`src/rtl/uart_recv_if.sv`:
```
// uart_recv_if: configuration, serial input and received-word outputs of the UART receiver.
// master drives config and the line; slave is the receiver.
interface uart_recv_if;
  logic [2:0]  bps_mode;
  logic [3:0]  data_num;
  logic [1:0]  check_mode;
  logic [1:0]  stop_num;
  logic        rx_en;
  logic        uart_rxd;
  logic [15:0] rx_data;
  logic        rx_valid;
  logic        parity_err;
  logic        frame_err;
  logic        rx_busy;

  modport master (
    output bps_mode, data_num, check_mode, stop_num, rx_en, uart_rxd,
    input  rx_data, rx_valid, parity_err, frame_err, rx_busy
  );

  modport slave (
    input  bps_mode, data_num, check_mode, stop_num, rx_en, uart_rxd,
    output rx_data, rx_valid, parity_err, frame_err, rx_busy
  );
endinterface

```
`src/rtl/uart_recv.sv`:
```
// uart_recv: UART receiver with per-frame latched framing config, parity and stop checks.
// Optional define UART_RX_MAJORITY_EN: each bit is a 2-of-3 vote around the bit mid-point.
module uart_recv #(
  parameter int CLK_FREQ = 50000000
) (
  input logic        clk,
  input logic        rstn,
  uart_recv_if.slave bus
);
  localparam int DIV_0 = CLK_FREQ / 96 / 100;
  localparam int DIV_1 = CLK_FREQ / 192 / 100;
  localparam int DIV_2 = CLK_FREQ / 384 / 100;
  localparam int DIV_3 = CLK_FREQ / 1152 / 100;
  localparam int DIV_4 = CLK_FREQ / 2304 / 100;
  localparam int DIV_5 = CLK_FREQ / 4608 / 100;
  localparam int DIV_6 = CLK_FREQ / 9216 / 100;
  localparam int DIV_W = $clog2(DIV_0 + 2);

  typedef logic [DIV_W-1:0] cnt_t;
  typedef enum logic [2:0] {S_IDLE, S_START, S_DATA, S_PARITY, S_STOP} state_t;

  state_t      r_state, w_nxt;
  logic        r_rxd_s1, r_rxd_s, r_rxd_d;
  logic [2:0]  r_bps;
  logic [3:0]  r_dnum;
  logic [1:0]  r_chk, r_snum;
  cnt_t        r_tcnt, w_div, w_mid;
  logic [3:0]  r_bcnt;
  logic [15:0] r_shreg;
  logic        r_perr, r_ferr;
  logic        r_valid, r_perr_o, r_ferr_o;
  logic [15:0] r_data;
  logic        w_start, w_done, w_tick, w_bit, w_par_exp;
  logic [15:0] w_mask, w_word;

  always_ff @(posedge clk or negedge rstn) begin
    if (!rstn) begin
      r_rxd_s1 <= 1'b1;
      r_rxd_s  <= 1'b1;
      r_rxd_d  <= 1'b1;
    end else begin
      r_rxd_s1 <= bus.uart_rxd;
      r_rxd_s  <= r_rxd_s1;
      r_rxd_d  <= r_rxd_s;
    end
  end

  always_comb begin
    w_div = cnt_t'(DIV_0);
    case (r_bps)
      3'd1:    w_div = cnt_t'(DIV_1);
      3'd2:    w_div = cnt_t'(DIV_2);
      3'd3:    w_div = cnt_t'(DIV_3);
      3'd4:    w_div = cnt_t'(DIV_4);
      3'd5:    w_div = cnt_t'(DIV_5);
      3'd6:    w_div = cnt_t'(DIV_6);
      default: w_div = cnt_t'(DIV_0);
    endcase
  end
  assign w_mid = w_div >> 1;

`ifdef UART_RX_MAJORITY_EN
  logic r_smp_a, r_smp_b, w_vote_en;
  assign w_vote_en = (w_div >= cnt_t'(2));

  always_ff @(posedge clk or negedge rstn) begin
    if (!rstn) begin
      r_smp_a <= 1'b1;
      r_smp_b <= 1'b1;
    end else begin
      if (r_tcnt == w_mid - cnt_t'(1)) r_smp_a <= r_rxd_s;
      if (r_tcnt == w_mid)             r_smp_b <= r_rxd_s;
    end
  end

  // Decide at mid+1 once all three samples exist; tiny divisors fall back to mid.
  assign w_tick = (r_state != S_IDLE) &&
                  (r_tcnt == (w_vote_en ? w_mid + cnt_t'(1) : w_mid));
  assign w_bit  = w_vote_en ? ((r_smp_a & r_smp_b) | (r_smp_a & r_rxd_s) | (r_smp_b & r_rxd_s))
                            : r_rxd_s;
`else
  assign w_tick = (r_state != S_IDLE) && (r_tcnt == w_mid);
  assign w_bit  = r_rxd_s;
`endif

  assign w_mask    = 16'((32'd2 << r_dnum) - 32'd1);
  assign w_word    = r_shreg & w_mask;
  assign w_par_exp = (r_chk == 2'b01) ? ~^w_word : ^w_word;

  always_ff @(posedge clk or negedge rstn) begin
    if (!rstn) r_state <= S_IDLE;
    else       r_state <= w_nxt;
  end

  always_comb begin
    w_nxt   = r_state;
    w_start = 1'b0;
    w_done  = 1'b0;
    case (r_state)
      S_IDLE: begin
        if (bus.rx_en && r_rxd_d && !r_rxd_s) begin
          w_nxt   = S_START;
          w_start = 1'b1;
        end
      end
      S_START: begin
        if (w_tick) w_nxt = w_bit ? S_IDLE : S_DATA;
      end
      S_DATA: begin
        if (w_tick && (r_bcnt == r_dnum))
          w_nxt = (r_chk[0] ^ r_chk[1]) ? S_PARITY : S_STOP;
      end
      S_PARITY: begin
        if (w_tick) w_nxt = S_STOP;
      end
      S_STOP: begin
        // Leaving at mid-stop leaves half a bit to catch a back-to-back start edge.
        if (w_tick && (r_bcnt == {2'b00, r_snum})) begin
          w_nxt  = S_IDLE;
          w_done = 1'b1;
        end
      end
      default: w_nxt = S_IDLE;
    endcase
  end

  always_ff @(posedge clk or negedge rstn) begin
    if (!rstn) begin
      r_bps    <= '0;
      r_dnum   <= '0;
      r_chk    <= '0;
      r_snum   <= '0;
      r_tcnt   <= '0;
      r_bcnt   <= '0;
      r_shreg  <= '0;
      r_perr   <= 1'b0;
      r_ferr   <= 1'b0;
      r_valid  <= 1'b0;
      r_data   <= '0;
      r_perr_o <= 1'b0;
      r_ferr_o <= 1'b0;
    end else begin
      if (w_start) begin
        r_bps   <= bus.bps_mode;
        r_dnum  <= bus.data_num;
        r_chk   <= bus.check_mode;
        r_snum  <= bus.stop_num;
        r_tcnt  <= '0;
        r_bcnt  <= '0;
        r_shreg <= '0;
        r_perr  <= 1'b0;
        r_ferr  <= 1'b0;
      end else if (r_state != S_IDLE) begin
        r_tcnt <= (r_tcnt == w_div) ? '0 : r_tcnt + cnt_t'(1);
      end

      if (w_tick) begin
        case (r_state)
          S_DATA: begin
            r_shreg <= {r_shreg[14:0], w_bit};
            r_bcnt  <= (r_bcnt == r_dnum) ? '0 : r_bcnt + 4'd1;
          end
          S_PARITY: r_perr <= (w_bit != w_par_exp);
          S_STOP: begin
            if (!w_bit) r_ferr <= 1'b1;
            r_bcnt <= r_bcnt + 4'd1;
          end
          default: ;
        endcase
      end

      r_valid <= w_done;
      if (w_done) begin
        r_data   <= w_word;
        r_perr_o <= r_perr;
        r_ferr_o <= r_ferr | ~w_bit;
      end
    end
  end

  assign bus.rx_valid   = r_valid;
  assign bus.rx_data    = r_data;
  assign bus.parity_err = r_perr_o;
  assign bus.frame_err  = r_ferr_o;
  assign bus.rx_busy    = (r_state != S_IDLE);
endmodule

```
`src/flat_wrapper.sv`:
```
// flat-port wrapper written by rule: the top's interface ports become plain ports
module uart_recv_flat 
#(
  parameter int CLK_FREQ = 50000000
)
  (clk, rstn, bus_bps_mode, bus_data_num, bus_check_mode, bus_stop_num, bus_rx_en, bus_uart_rxd, bus_rx_data, bus_rx_valid, bus_parity_err, bus_frame_err, bus_rx_busy);
  uart_recv_if bus_i ();
  input logic clk;
  input logic rstn;
  input wire logic [$bits(bus_i.bps_mode)-1:0] bus_bps_mode;
  input wire logic [$bits(bus_i.data_num)-1:0] bus_data_num;
  input wire logic [$bits(bus_i.check_mode)-1:0] bus_check_mode;
  input wire logic [$bits(bus_i.stop_num)-1:0] bus_stop_num;
  input wire logic [$bits(bus_i.rx_en)-1:0] bus_rx_en;
  input wire logic [$bits(bus_i.uart_rxd)-1:0] bus_uart_rxd;
  output wire logic [$bits(bus_i.rx_data)-1:0] bus_rx_data;
  output wire logic [$bits(bus_i.rx_valid)-1:0] bus_rx_valid;
  output wire logic [$bits(bus_i.parity_err)-1:0] bus_parity_err;
  output wire logic [$bits(bus_i.frame_err)-1:0] bus_frame_err;
  output wire logic [$bits(bus_i.rx_busy)-1:0] bus_rx_busy;
  assign bus_i.bps_mode = bus_bps_mode;
  assign bus_i.data_num = bus_data_num;
  assign bus_i.check_mode = bus_check_mode;
  assign bus_i.stop_num = bus_stop_num;
  assign bus_i.rx_en = bus_rx_en;
  assign bus_i.uart_rxd = bus_uart_rxd;
  assign bus_rx_data = bus_i.rx_data;
  assign bus_rx_valid = bus_i.rx_valid;
  assign bus_parity_err = bus_i.parity_err;
  assign bus_frame_err = bus_i.frame_err;
  assign bus_rx_busy = bus_i.rx_busy;
  uart_recv #(.CLK_FREQ(CLK_FREQ)) u_core (.clk(clk), .rstn(rstn), .bus(bus_i));
endmodule
```
`config.mk`:
```
export PLATFORM = sky130hd
export DESIGN_NAME = uart_recv_flat
export DESIGN_NICKNAME = d
export VERILOG_FILES = /design/src/rtl/uart_recv_if.sv /design/src/rtl/uart_recv.sv /design/src/flat_wrapper.sv
export SDC_FILE = /design/constraint.sdc
export NUM_CORES = 1
export LEC_CHECK = 0
export CORE_MARGIN = 5
export CORE_UTILIZATION = 25
export DETAILED_ROUTE_END_ITERATION = 8
export MAX_ROUTING_LAYER = met4
export SLEW_MARGIN = 20
export SYNTH_ARGS = -nofsm -noshare
export SYNTH_HDL_FRONTEND = slang
export SYNTH_SLANG_ARGS = --single-unit
export TNS_END_PERCENT = 100
```
`constraint.sdc`:
```
create_clock -name clk -period 2.9 [get_ports clk]
set_clock_uncertainty 0.15 [all_clocks]
set_input_delay 0.29 -clock clk [delete_from_list [all_inputs] [get_ports clk]]
set_output_delay 0.29 -clock clk [all_outputs]
set_load 0.01 [all_outputs]
```
* Word-level counts from Yosys, hierarchy flattened
Cells that the tools add are included.
Word-level totals: memories 0, memory bits (writable) 0, register bits after elaboration 71, word-level logic and storage cells 89, bits in latches 0, output and inout bits 20, bits in read-only memories 0, input port bits 15
Operators by class: multiplexer cells 31, $lt $le $gt $ge 0, bitwise operators 4, add/subtract/negate cells 3, $mul 0, div/mod/pow operators 0, equal/unequal tests 21, reductions and logical operators 12, shift operators 1
Operators with widths (number):
- 13-bit one-hot mux with 6 select lines | 1
- 16-bit two-way mux | 3
- 13-bit two-way mux | 3
- 3-bit two-way mux | 6
- 16-bit bitwise AND | 1
- 16-bit XNOR reduction | 1
- 16-bit parity | 1
- 2-bit by 4-bit left shift with 16-bit output, first input constant | 1
- 16-bit by 1-bit subtractor with 16-bit output, second input constant | 1
- 3-bit one-hot mux with 5 select lines | 1
- 13-bit by 1-bit adder with 13-bit output, second input constant | 1
- 13-bit by 12-bit == test with 1-bit output | 1
- 13-bit == test | 1
- 3-bit by 2-bit == test with 1-bit output, second input constant | 4
- 3-bit == test, second input constant | 4
- 1-bit two-way mux | 12
- 4-bit two-way mux | 3
- 2-bit by 1-bit inequality test with 1-bit output, second input constant | 5
- 4-bit one-hot mux with 2 select lines | 1
- 3-bit by 1-bit == test with 1-bit output, second input constant | 2
- 1-bit logical AND | 5
- 5-bit AND reduction | 1
- 4-bit by 1-bit adder with 4-bit output, second input constant | 1
- 4-bit by 2-bit == test with 1-bit output | 1
- 11 further kinds | 11

* Longest topological paths before layout
Gate-level depths: netlist (run 1).
word-level depth 8, depth in mapped cells 13, depth with buffers taken out 10

* Least setup slack after synthesis (run 1)
Ideal clock, no wire load.
path type register to register, start point register u_core.r_dnum[1], end point register u_core.r_perr, library setup time 92 ps, arrival time 2869 ps, required time 2658 ps, buffers on the path 2, cell stages (with the launch flop) 13, period minus slack after synthesis 3111 ps, slack -211 ps, cells stage by stage dfrtp_1 -> buf_2 -> clkbuf_1 -> nor2_1 -> nand3_1 -> ha_1 -> nor2b_1 -> xnor3_1 -> xnor2_1 -> xnor3_1 -> xnor3_1 -> xnor3_1 -> o31ai_2
On the way: longest elaborated chain between the ends 8, elaborated cells on any way between the ends 9, classes of those cells add/sub: 1; eq/ne: 1; shift: 1; mux: 3; bitwise: 1; reduce/logical: 2
RTL lines:
- start, declared | line uart_recv.sv:25 | logic [3:0] r_dnum;
- start signal, assigned | line uart_recv.sv:145 | r_dnum <= bus.data_num;
- 2-bit by 4-bit left shift with 16-bit output (*) | line uart_recv.sv:86 | assign w_mask = 16'((32'd2 << r_dnum) - 32'd1);
- 16-bit by 1-bit subtractor with 16-bit output (*) | line uart_recv.sv:86
- 16-bit bitwise AND (*) | line uart_recv.sv:87 | assign w_word = r_shreg & w_mask;
- 16-bit parity or 16-bit XNOR reduction (tied branches) | line uart_recv.sv:88 | assign w_par_exp = (r_chk == 2'b01) ? ~^w_word : ^w_word;
- 1-bit two-way mux (*) | line uart_recv.sv:88
- 1-bit inequality test (*) | line uart_recv.sv:163 | S_PARITY: r_perr <= (w_bit != w_par_exp);
- 1-bit two-way mux (*) | line uart_recv.sv:158 | case (r_state)
- 1-bit two-way mux (*) | line uart_recv.sv:157 | if (w_tick) begin
- end signal, assigned | line uart_recv.sv:163
- end, declared | line uart_recv.sv:30 | logic r_perr, r_ferr;
Mark *: on every way between the ends. The rest lies on a longest branch, timed or not. A chain may end at the register's enable or synchronous reset.

* Worst setup path after layout (run 1)
start point register u_core.r_bps[0], end point register u_core.r_data[5] (netlist: u_core.bus.rx_data[5])
On the way: longest elaborated chain between the ends 7, elaborated cells on any way between the ends 12, classes of those cells eq/ne: 7; mux: 3; reduce/logical: 2
RTL lines:
- start, declared | line uart_recv.sv:24 | logic [2:0] r_bps;
- start signal, assigned | line uart_recv.sv:144 | r_bps <= bus.bps_mode;
- 3-bit == test, or another cell as far along | line uart_recv.sv:50 | case (r_bps)
- 13-bit one-hot mux with 6 select lines (*) | line uart_recv.sv:50
- 13-bit by 12-bit == test with 1-bit output (*) | line uart_recv.sv:82 | assign w_tick = (r_state != S_IDLE) && (r_tcnt == w_mid);
- 1-bit logical AND (*) | line uart_recv.sv:82
- 1-bit logical AND (*) | line uart_recv.sv:118 | if (w_tick && (r_bcnt == {2'b00, r_snum})) begin
- 1-bit two-way mux (*) | line uart_recv.sv:118
- 1-bit two-way mux (*) | line uart_recv.sv:99 | case (r_state)
- end signal, assigned | line uart_recv.sv:174 | r_data <= w_word;
- end, declared | line uart_recv.sv:32 | logic [15:0] r_data;
Marks and branches as above.

==> results of run 1 <==
## power by group
part	total (mW)	internal (mW)	switching (mW)	leakage (nW)
sequential	0.997	0.995	0.00234	0.903
combinational	0.0466	0.0210	0.0255	1.27
clock	1.12	0.689	0.435	0.146
## cell usage in the layout (no fill, tap or decap), types with 4 or more instances in the layout
master,netlist,routed
nand2_1,56,56
nand3_1,14,13
nor3b_1,4,4
xnor2_1,19,18
inv_1,33,31
nor2b_1,6,4
o21ai_0,34,32
a21o_1,6,6
nor2_1,23,21
or3_1,5,5
xnor3_1,5,5
nand4_1,5,5
mux2_2,20,20
and3_1,4,4
buf_6,2,5
mux2i_1,21,21
nor3_1,9,8
xor2_1,11,11
dfrtp_1,68,67
o22ai_1,5,5
ha_1,9,6
clkdlybuf4s50_1,0,33
buf_4,4,32
a21oi_1,11,11
clkbuf_16,0,10
## sequential cells by signal, summed over array words and instances, names as in the netlist
name and flops:
u_core.bus.frame_err 1, u_core.bus.parity_err 1, u_core.r_shreg 16, u_core.r_ferr 1
u_core.r_tcnt 13, u_core.r_state 3, u_core.r_dnum 4, u_core.bus.rx_valid 1
u_core.r_snum 2, u_core.r_perr 1, u_core.r_rxd_s 1, u_core.r_bps 3
u_core.r_rxd_s1 1, u_core.r_chk 2, u_core.r_rxd_d 1, u_core.r_bcnt 4
u_core.bus.rx_data 16
## per-layer routing
layer	up-vias	track usage	part of all wire
met4	0	0.0540	0.019
li1	1680	-	-
met3	15	0.0273	0.031
met1	1660	0.145	0.48
met5	-	-	0
met2	61	0.168	0.47
## layout make-up
cell class | instances | area, sq um
fillers | 1805 | 11600
repair buffers | 76 | 702
clock inverters | 5 | 56.3
clock buffers | 11 | 243
flip-flops and latches | 71 | 1780
multi-input cells | 320 | 2410
well taps | 225 | 282
inverters | 33 | 126
## worst max path at each step
stage / startpoint / to / slack, ns
after floorplan: u_core.r_dnum[1]$_DFFE_PN0P_ / u_core.r_perr$_DFF_PN0_ / 0.01
after global placement: u_core.r_dnum[1]$_DFFE_PN0P_ / u_core.r_perr$_DFF_PN0_ / 0.05
after detailed placement: u_core.r_dnum[1]$_DFFE_PN0P_ / u_core.r_perr$_DFF_PN0_ / 0.004
after CTS: u_core.r_bps[1]$_DFFE_PN0P_ / u_core.bus.rx_data[5]$_DFFE_PN0P_ / -0.003
after global routing: u_core.r_bps[1]$_DFFE_PN0P_ / u_core.bus.rx_data[5]$_DFFE_PN0P_ / -0.05
final: u_core.r_bps[0]$_DFFE_PN0P_ / u_core.bus.rx_data[5]$_DFFE_PN0P_ / 0.10
## through the flow
step                utilization  area (sq um)
global route              0.326          5600
detailed placement        0.295          5060
floorplan                     -          4360
global placement          0.295          5060
CTS                       0.312          5360
finish                    0.326          5600
## timing repair
action,4_1_cts,5_1_grt
endpoints found under the setup margin,2,47
setup buffers,0,8
gates resized for setup,1,32
gates cloned,0,3
pin swaps,0,8
## kinds of logic after synthesis
kind of cell    share of synthesized area
simple gates                        0.170
compound gates                      0.140
flops                               0.410
buf+inv                            0.0634
mux                                 0.100
xor+xnor                           0.0902
fa+ha+maj                          0.0259
## worst max-delay path, cell delays in order, from the launching register on
cell     delay, ns
dfrtp_1       0.40
buf_6         0.14
ha_4          0.17
buf_4         0.15
nor2_1        0.11
o31ai_2       0.07
buf_4         0.18
xnor2_4       0.13
nor4_4        0.34
buf_4         0.18
nand4_4       0.20
buf_8         0.22
mux2_2        0.26
==> metrics.md, run 1 <==
| Metric | Value |
|---|---|
| Final setup vio count | `0` |
| Post-synth EDFFs | `0` |
| RSZ-0062 raised after global routing | `yes` |
| Worst vdd ir | `0.000290 V` |
| Final Non-Filler Cells | `741` |
| Most frequent cell after synthesis | `dfrtp_1` |
| Hpwl dp | `7.59 mm` |
| Worst R2R Setup Slack | `0.10 ns` |
| Core area | `0.0172 sq mm` |
| Vias in the first global route | `3446` |
| Slew headroom | `0.378` |
| Number of diodes | `0` |
| Vias | `3416` |
| Hold buffers post-CTS | `0` |
| Largest net degree at the start of global routing | `72` |
| WHS | `-0.0150 ns` |
| Initial antenna violation count | `0` |
| # H-tree levels | `3` |
| Register bit count reported by yosys | `71` |
| Final setup margin | `0.101 ns` |
| Routed wire length | `10.7 mm` |
| Synth cell count leaders | `dfrtp_1 (68), nand2_1 (56), o21ai_0 (34)` |
| Ys Warns | `0` |
| Pre-Repair DR Iteration Count | `5` |
| Final hold violations | `5` |
| Hold Path Class | `in -> async` |
| CTS tree | `yes` |
| Data required, critical path | `2.98 ns` |
| Clk pin slew, worst setup/hold paths | `0.06 ns` |
| Nature of the critical path startpoint | `flop` |
| Worst skew pair latency | `0.35 ns` |
| IO Pins | `35` |
| Initial Util | `0.253` |
| Fraction of final layout cells sized beyond drive strength 1 | `0.219` |
| ANT nets after route | `0` |
| Final Slew Violations | `0` |
| Netlist Area Pre-Place | `0.00434 sq mm` |
| 1st-iter DRT viols | `310` |
| Worst R2R End | `u_core.bus.rx_data[5]$_DFFE_PN0P_` |
| Synth top area cells | `dfrtp_1 (39%), mux2_2 (5.2%), mux2i_1 (4.8%), nand2_1 (4.8%), o21ai_0 (3.9%)` |
| Distinct cells, synth | `59` |
| PD cells | `387 mW/mm^2` |
| Failing checks | `negative hold slack` |
| Wire length per cell | `14.5 microns` |
| Status | `complete, but fails checks` |
| Num rows | `48` |
| Sequential fraction of the synthesis area | `0.410` |
| Crit path capture type | `flop` |
| CTS root buffer | `clkbuf_16` |
| CTS sink count | `71` |
| MaxCap Viol Count | `0` |
| FMAX | `0.357 GHz` |
| Critical Path AT | `2.88 ns` |
| Final Power | `2.17 mW` |
| Worst Path Class, Setup | `reg -> reg` |
| First-pass GRT wire length | `17.6 mm` |
| Residual DRC count | `0` |
| Vias per Instance | `4.61` |
| Syn nets | `478` |
| Reg-to-Reg Start | `u_core.r_bps[0]$_DFFE_PN0P_` |
| Top FF cell, synth | `dfrtp_1` |
| Worst Max-Slew Pin Slew | `0.932 ns` |
| Fin crit share | `0.965` |
| Die Width | `142 microns` |
| GRT Overall Usage | `0.113` |
| Mean Syn Cell Area | `9.56 sq um` |
| Syn-to-layout area delta | `28.9%` |
| Final Wtd Congestion | `0.884` |
| Pre-CTS setup slack | `0.00359 ns` |
| Grt ovf | `0` |
| Die span in y | `142 microns` |
| Cell taking the most area after synthesis | `dfrtp_1` |
| Ys async rst share | `1.00` |
| R2r worst-path depth | `12` |
| CTS Buffer Depth | `2` |
| LEAKAGE | `2.32 nW` |
| Synth top area share | `0.392` |
| Layout Nets | `535` |
| Cells after DPL | `714` |
| IO buf count | `34` |
| Sum Neg Setup Slack | `0 ns` |
| Gate Count Post-Synth | `454` |
| Crit path max fanout | `8` |
| Minimum clock period | `2.80 ns` |
| CTS Buf Count | `9` |
| Total die area | `0.0201 sq mm` |
No activity file was read; power rests on OpenSTA's default activity.
==> run 2, diff against run 1 <==
--- a/config.mk
+++ b/config.mk
@@ -9,6 +9,7 @@
 export CORE_UTILIZATION = 25
 export DETAILED_ROUTE_END_ITERATION = 8
 export MAX_ROUTING_LAYER = met4
+export SKIP_LAST_GASP = 1
 export SLEW_MARGIN = 20
 export SYNTH_ARGS = -nofsm -noshare
 export SYNTH_HDL_FRONTEND = slang
==> constraint.sdc (replaced) <==
create_clock -name clk -period 2.9 [get_ports clk]
set_clock_uncertainty 0.15 [all_clocks]
set_input_delay 0.58 -clock clk [delete_from_list [all_inputs] [get_ports clk]]
set_output_delay 0.58 -clock clk [all_outputs]
set_load 0.01 [all_outputs]
==> run 2 against run 1 <==
Net effect: the flow now finishes without violations; final area is 1.4% lower; worst hold slack better by 0.15 ns; critical path depth is 1 lower; wire length is 0.22% higher; global-route usage is 0.079 points lower; final cell count is 0.67% lower; die area stayed put; total power is 4.3% higher; non-clock buffer count is 5 lower; register-to-register slack hardly changed; largest cell class unchanged; largest power group unchanged; highest routed layer unchanged.
==> metrics.md, run 2 (synthesis results as in run 1) <==
| Metric | Value |
|---|---|
| Sequential share of power | `0.440 (was 0.460)` |
| Final hold violations | `0 (was 5)` |
| Worst skew pair latency | `0.34 ns (was 0.35 ns)` |
| CTS Buffer Depth | `2 (unchanged)` |
| Status | `finished clean (was complete, but fails checks)` |
| Gate power share | `0.023 (was 0.021)` |
| Final Power | `2.26 mW (was 2.17 mW)` |
| Cell internal pwr | `1.80 mW (was 1.71 mW)` |
| Clk pin slew, worst setup/hold paths | `0.06 ns (about the same)` |
| Total die area | `0.0201 sq mm (unchanged)` |
| Largest net degree at the start of global routing | `38 (was 72)` |
| CTS sink count | `71 (unchanged)` |
| 1st-iter DRT viols | `273 (was 310)` |
| CP max stage delay | `0.45 ns (was 0.40 ns)` |
| Vias per Instance | `4.75 (was 4.61)` |
| Commonest non-fill, non-tap cell in the layout | `dfrtp_1 (unchanged)` |
| Die Width | `142 microns (unchanged)` |
| Minimum clock period | `2.80 ns (about the same)` |
| Hold buffers post-CTS | `0 (unchanged)` |
| Part of the power in the clock network | `0.537 (was 0.519)` |
| Slew headroom | `0.661 (was 0.378)` |
| Nature of the critical path startpoint | `flop (unchanged)` |
| Worst Max-Slew Pin Slew | `0.503 ns (was 0.932 ns)` |
| Sum Neg Setup Slack | `0 ns (unchanged)` |
| CTS Buf Count | `9 (unchanged)` |
| Number of diodes | `0 (unchanged)` |
| Vias in the first global route | `3511 (was 3446)` |
| IO Pins | `35 (unchanged)` |
| Residual DRC count | `0 (unchanged)` |
| FMAX | `0.357 GHz (about the same)` |
| Hold Path Class | `in -> async (unchanged)` |
| Wire length per cell | `14.6 microns (was 14.5 microns)` |
| Fraction of final layout cells sized beyond drive strength 1 | `0.202 (was 0.219)` |
| Worst R2R Setup Slack | `0.10 ns (about the same)` |
| Data required, critical path | `2.97 ns (was 2.98 ns)` |
| Worst vdd ir | `0.000274 V (was 0.000290 V)` |
| Die span in y | `142 microns (unchanged)` |
| Critical Path AT | `2.87 ns (was 2.88 ns)` |
| MaxCap Viol Count | `0 (unchanged)` |
| Syn-to-layout area delta | `27.1% (was 28.9%)` |
| GRT Overall Usage | `0.112 (was 0.113)` |
| Layout Nets | `530 (was 535)` |
| Crit path capture type | `flop (unchanged)` |
| Routed wire length | `10.8 mm (was 10.7 mm)` |
| Worst path cell trace | `buf_4, ha_1, nor2_1, o31ai_1, buf_4, xnor2_1, nor4_4, buf_4, nand4_4, buf_6, mux2_2 (was buf_6, ha_4, buf_4, nor2_1, o31ai_2, buf_4, xnor2_4, nor4_4, buf_4, nand4_4, buf_8, mux2_2)` |
| Num rows | `48 (unchanged)` |
| Crit path max fanout | `13 (was 8)` |
| Switching Fraction | `0.206 (was 0.214)` |
| Final Wtd Congestion | `0.868 (was 0.884)` |
| Grt ovf | `0 (unchanged)` |
| Gr busiest metal | `met2 (unchanged)` |
| RSZ-0062 raised after global routing | `yes (unchanged)` |
| Hpwl dp | `7.86 mm (was 7.59 mm)` |
| Most common cell type on the critical path | `buf_4 (unchanged)` |
| PD cells | `410 mW/mm^2 (was 387 mW/mm^2)` |
| Core area | `0.0172 sq mm (unchanged)` |
| Worst Path Class, Setup | `reg -> reg (unchanged)` |
| IO buf count | `34 (unchanged)` |
| Pre-Repair DR Iteration Count | `5 (unchanged)` |
| Final setup vio count | `0 (unchanged)` |
| # H-tree levels | `3 (unchanged)` |
| LEAKAGE | `2.29 nW (was 2.32 nW)` |
| Initial Util | `0.253 (unchanged)` |
| Final Slew Violations | `0 (unchanged)` |
| Finished Core Util | `0.321 (was 0.326)` |
| ANT nets after route | `0 (unchanged)` |
| Initial antenna violation count | `0 (unchanged)` |
| Net Sw Power | `0.466 mW (was 0.463 mW)` |
| Met3 Use GR | `0.0172 (was 0.0273)` |
| CTS tree | `yes (unchanged)` |
| Grt met2 use | `0.172 (was 0.168)` |
| Vias | `3493 (was 3416)` |
| Most frequent cells in the layout | `dfrtp_1 (67), nand2_1 (56), o21ai_0 (33), clkdlybuf4s50_1 (33) (was dfrtp_1 (67), nand2_1 (56), clkdlybuf4s50_1 (33), o21ai_0 (32), buf_4 (32))` |
| Fin crit share | `0.965 (about the same)` |
| Met1 Resource Use GR | `0.146 (was 0.145)` |
| Critical-path top delay cell | `dfrtp_2 (was dfrtp_1)` |
| First-pass GRT wire length | `17.7 mm (was 17.6 mm)` |
| CTS root buffer | `clkbuf_16 (unchanged)` |
## run 2: stage by stage
stage / hold slack [ns] / worst slack (ns) / instances / cell area [sq um]
global route: 0.181 / -0.0557 / 736 / 5520
global placement: 0.199 / 0.163 / 717 / 5080
floorplan: 0.134 / 0.0137 / 454 / 4360
CTS: 0.151 / 0.0438 / 733 / 5410
finish: 0.134 / 0.101 / 736 / 5520
detailed placement: 0.199 / 0.0700 / 717 / 5080
## run 2: path summary, 6_finish.rpt
check | startpoint | end | cells past startpoint
min | rstn | u_core.r_bps[2]$_DFFE_PN0P_ | 2
min in group clk | u_core.r_rxd_s1$_DFF_PN1_ | u_core.r_rxd_s$_DFF_PN1_ | 0
max in group asynchronous | rstn | u_core.r_rxd_d$_DFF_PN1_ | 2
max | u_core.r_bps[0]$_DFFE_PN0P_ | u_core.bus.parity_err$_DFFE_PN0P_ | 11
max reg2reg | u_core.r_bps[0]$_DFFE_PN0P_ | u_core.bus.parity_err$_DFFE_PN0P_ | 11
min reg2reg | u_core.r_rxd_s1$_DFF_PN1_ | u_core.r_rxd_s$_DFF_PN1_ | 0
## run 2: repair_timing
item                       4_1_cts  5_1_grt
setup endpoints to repair        0       37
buffers inserted                 0        2
resized for setup                0       21
## run 2: layout make-up
type                            count  area [sq um]
Inverter                           33           124
Clock inverter                      5          81.3
Tap cell                          225           282
Timing Repair Buffer               71           634
Fill cell                        1806         11700
Sequential cell                    71          1780
Clock buffer                       11           243
Multi-Input combinational cell    320          2370
## run 2: power groups by stage
stage | Sequential (mW) | Clock (mW) | Combinational, mW
detailed placement | 1.01 | 0 | 0.0539
global route | 0.996 | 1.28 | 0.0583
global placement | 1.01 | 0 | 0.0530
finish | 0.996 | 1.21 | 0.0514
CTS | 0.996 | 1.25 | 0.0538
floorplan | 1.01 | 0 | 0.00766
## run 2: per-layer routing
metal	wire, microns	up-vias
li1	-	1666
met1	5160	1719
met2	5030	91
met3	369	17
met4	207	0
met5	0	-
## run 2: critical path: cells and delay by family, from the launching register on
family	cells	cell delay (ns)
simple gates	3	0.66
buf+inv	4	0.70
mux	1	0.27
fa+ha+maj	1	0.23
xor+xnor	1	0.15
compound gates	1	0.08
flops	1	0.45
==> run 3, diff against run 2 <==
--- a/config.mk
+++ b/config.mk
@@ -5,6 +5,7 @@
 export SDC_FILE = /design/constraint.sdc
 export NUM_CORES = 1
 export LEC_CHECK = 0
+export CORE_ASPECT_RATIO = 0.6
 export CORE_MARGIN = 5
 export CORE_UTILIZATION = 25
 export DETAILED_ROUTE_END_ITERATION = 8
==> run 3 against run 2 <==
Net effect: non-clock buffer count is 1 higher; global-route usage is 0.41 points higher; sequential power hardly changed; clock power is 14% lower; flip-flop and latch count stayed put; register-to-register slack worse by 0.05 ns; fmax is 1.7% lower.
==> metrics.md, run 3 (synthesis results as in run 1) <==
| Metric | Value |
|---|---|
| # H-tree levels | `3 (unchanged)` |
| CTS tree | `yes (unchanged)` |
| Crit path max fanout | `19 (was 13)` |
| Multi-input gate area | `0.00242 sq mm (was 0.00237 sq mm)` |
| MaxCap Viol Count | `0 (unchanged)` |
| Residual DRC count | `0 (unchanged)` |
| Worst path cell trace | `buf_12, ha_4, nor2b_2, or3_1, a211oi_2, nand4_1, o41ai_4, buf_12, o21ai_0, a21o_1 (was buf_4, ha_1, nor2_1, o31ai_1, buf_4, xnor2_1, nor4_4, buf_4, nand4_4, buf_6, mux2_2)` |
| CP max stage delay | `0.44 ns (was 0.45 ns)` |
| CP delay by family, top | `compound AO/OA/AOI/OAI gates (was buffers and inverters)` |
| Vias in the first global route | `3321 (was 3511)` |
| Clk pin slew, worst setup/hold paths | `0.07 ns (was 0.06 ns)` |
| Num rows | `37 (was 48)` |
| CTS sink count | `71 (unchanged)` |
| Met1 Resource Use GR | `0.179 (was 0.146)` |
| Slew headroom | `0.604 (was 0.661)` |
| Most common cell type on the critical path | `buf_12 (was buf_4)` |
| Final setup vio count | `0 (unchanged)` |
| Final Power | `2.09 mW (was 2.26 mW)` |
| Nature of the critical path startpoint | `flop (unchanged)` |
| FMAX | `0.351 GHz (was 0.357 GHz)` |
| Grt ovf | `0 (unchanged)` |
| CTS root buffer | `clkbuf_16 (unchanged)` |
| Final setup margin | `0.0539 ns (was 0.101 ns)` |
| Met3 Use GR | `0.0369 (was 0.0172)` |
| Fin crit share | `0.981 (was 0.965)` |
| Routed wire length | `11.6 mm (was 10.8 mm)` |
| WP buf/inv | `2 (was 4)` |
| Grt met2 use | `0.145 (was 0.172)` |
| Pre-CTS setup slack | `-0.00782 ns (was 0.0700 ns)` |
| Hold Path Class | `in -> async (unchanged)` |
| Core area | `0.0171 sq mm (was 0.0172 sq mm)` |
| Final hold violations | `0 (unchanged)` |
| Status | `finished clean (unchanged)` |
| Pre-Repair DR Iteration Count | `6 (was 5)` |
| Most frequent cells in the layout | `dfrtp_1 (65), nand2_1 (56), clkdlybuf4s50_1 (33), inv_1 (32), o21ai_0 (32) (was dfrtp_1 (67), nand2_1 (56), o21ai_0 (33), clkdlybuf4s50_1 (33))` |
| LEAKAGE | `2.29 nW (about the same)` |
| Worst Path Class, Setup | `reg -> reg (unchanged)` |
| Critical Path AT | `2.93 ns (was 2.87 ns)` |
| 1st-iter DRT viols | `284 (was 273)` |
| Syn-to-layout area delta | `28.5% (was 27.1%)` |
| CTS Buffer Depth | `2 (unchanged)` |
| Die Width | `180 microns (was 142 microns)` |
| Final Wtd Congestion | `0.903 (was 0.868)` |
| Die span in y | `112 microns (was 142 microns)` |
| Gr busiest metal | `met1 (was met2)` |
| CTS Buf Count | `9 (unchanged)` |
| Commonest non-fill, non-tap cell in the layout | `dfrtp_1 (unchanged)` |
| Worst vdd ir | `0.000263 V (was 0.000274 V)` |
| FF/Latch Area | `0.00178 sq mm (about the same)` |
| Minimum clock period | `2.85 ns (was 2.80 ns)` |
| Worst Max-Slew Pin Slew | `0.587 ns (was 0.503 ns)` |
| GRT Overall Usage | `0.116 (was 0.112)` |
| Filler cells | `1718 (was 1806)` |
| Layout Nets | `531 (was 530)` |
| Hold buffers post-CTS | `0 (unchanged)` |
| Crit path capture type | `flop (unchanged)` |
| ANT nets after route | `0 (unchanged)` |
| Total die area | `0.0202 sq mm (was 0.0201 sq mm)` |
| Vias | `3474 (was 3493)` |
| Vias per Instance | `4.65 (was 4.75)` |
| Wire length per cell | `15.6 microns (was 14.6 microns)` |
| IO Pins | `35 (unchanged)` |
| IO buf count | `34 (unchanged)` |
| Fraction of final layout cells sized beyond drive strength 1 | `0.223 (was 0.202)` |
| RSZ-0062 raised after global routing | `yes (unchanged)` |
| First-pass GRT wire length | `18.2 mm (was 17.7 mm)` |
| PD cells | `374 mW/mm^2 (was 410 mW/mm^2)` |
| Worst skew pair latency | `0.35 ns (was 0.34 ns)` |
| Largest net degree at the start of global routing | `41 (was 38)` |
| Final Slew Violations | `0 (unchanged)` |
| Critical-path top delay cell | `dfrtp_2 (unchanged)` |
| Data required, critical path | `2.99 ns (was 2.97 ns)` |
| Initial antenna violation count | `1 (was 0)` |
| Hpwl dp | `8.61 mm (was 7.86 mm)` |
| Initial Util | `0.254 (was 0.253)` |
==> run 3: area by class of cell <==
class	count	area share
Timing Repair Buffer	72	0.122
Inverter	33	0.0222
Clock inverter	7	0.00852
Tap cell	234	0.0525
Clock buffer	9	0.0404
Multi-Input combinational cell	320	0.434
Antenna cell	1	0.000449
Sequential cell	71	0.320
==> run 3: metal layers <==
layer  routed length [microns]  vias up
met4                        93        0
met5                         0        -
met1                      6030     1691
met3                       873       13
li1                          -     1675
met2                      4630       95
==> run 3: what timing repair did <==
action                                  CTS  global route
resized for setup                         2            34
endpoints found under the setup margin    4            47
gates cloned                              0             2
buffers inserted                          0             6
pin swaps                                 0             4
==> run 3: per-stage QoR <==
step,cells,hold WS (ns),area (sq um),TNS (ns),util
finish,747,0.114,5580,0,0.327
global route,747,0.148,5580,-0.299,0.327
CTS,739,0.127,5350,-0.0136,0.313
detailed placement,723,0.197,5070,-0.00782,0.297
global placement,723,0.198,5070,0,0.297
floorplan,454,0.134,4360,0,-
==> run 3: worst paths after layout <==
path | startpoint | to | slack [ns] | cells after the start
setup / recovery | u_core.r_bps[0]$_DFFE_PN0P_ | u_core.r_tcnt[6]$_DFFE_PN0P_ | 0.05 | 10
max in group asynchronous | rstn | u_core.r_dnum[3]$_DFFE_PN0P_ | 2.02 | 2
min in group clk | u_core.r_rxd_s1$_DFF_PN1_ | u_core.r_rxd_s$_DFF_PN1_ | 0.21 | 0
hold / removal | rstn | u_core.r_shreg[7]$_DFF_PN0_ | 0.11 | 2
hold reg to reg | u_core.r_rxd_s1$_DFF_PN1_ | u_core.r_rxd_s$_DFF_PN1_ | 0.21 | 0
setup reg to reg | u_core.r_bps[0]$_DFFE_PN0P_ | u_core.r_tcnt[6]$_DFFE_PN0P_ | 0.05 | 10
==> run 3: where the power goes <==
group,switching (mW),internal (mW)
logic,0.0262,0.0230
clock network,0.461,0.578
registers,0.00286,0.994
==> run 3: worst reg2reg max path: stages (launching register included) <==
cell	delay, ns
dfrtp_2	0.44
buf_12	0.14
ha_4	0.17
nor2b_2	0.17
or3_1	0.33
a211oi_2	0.25
nand4_1	0.18
o41ai_4	0.30
buf_12	0.19
o21ai_0	0.18
a21o_1	0.25
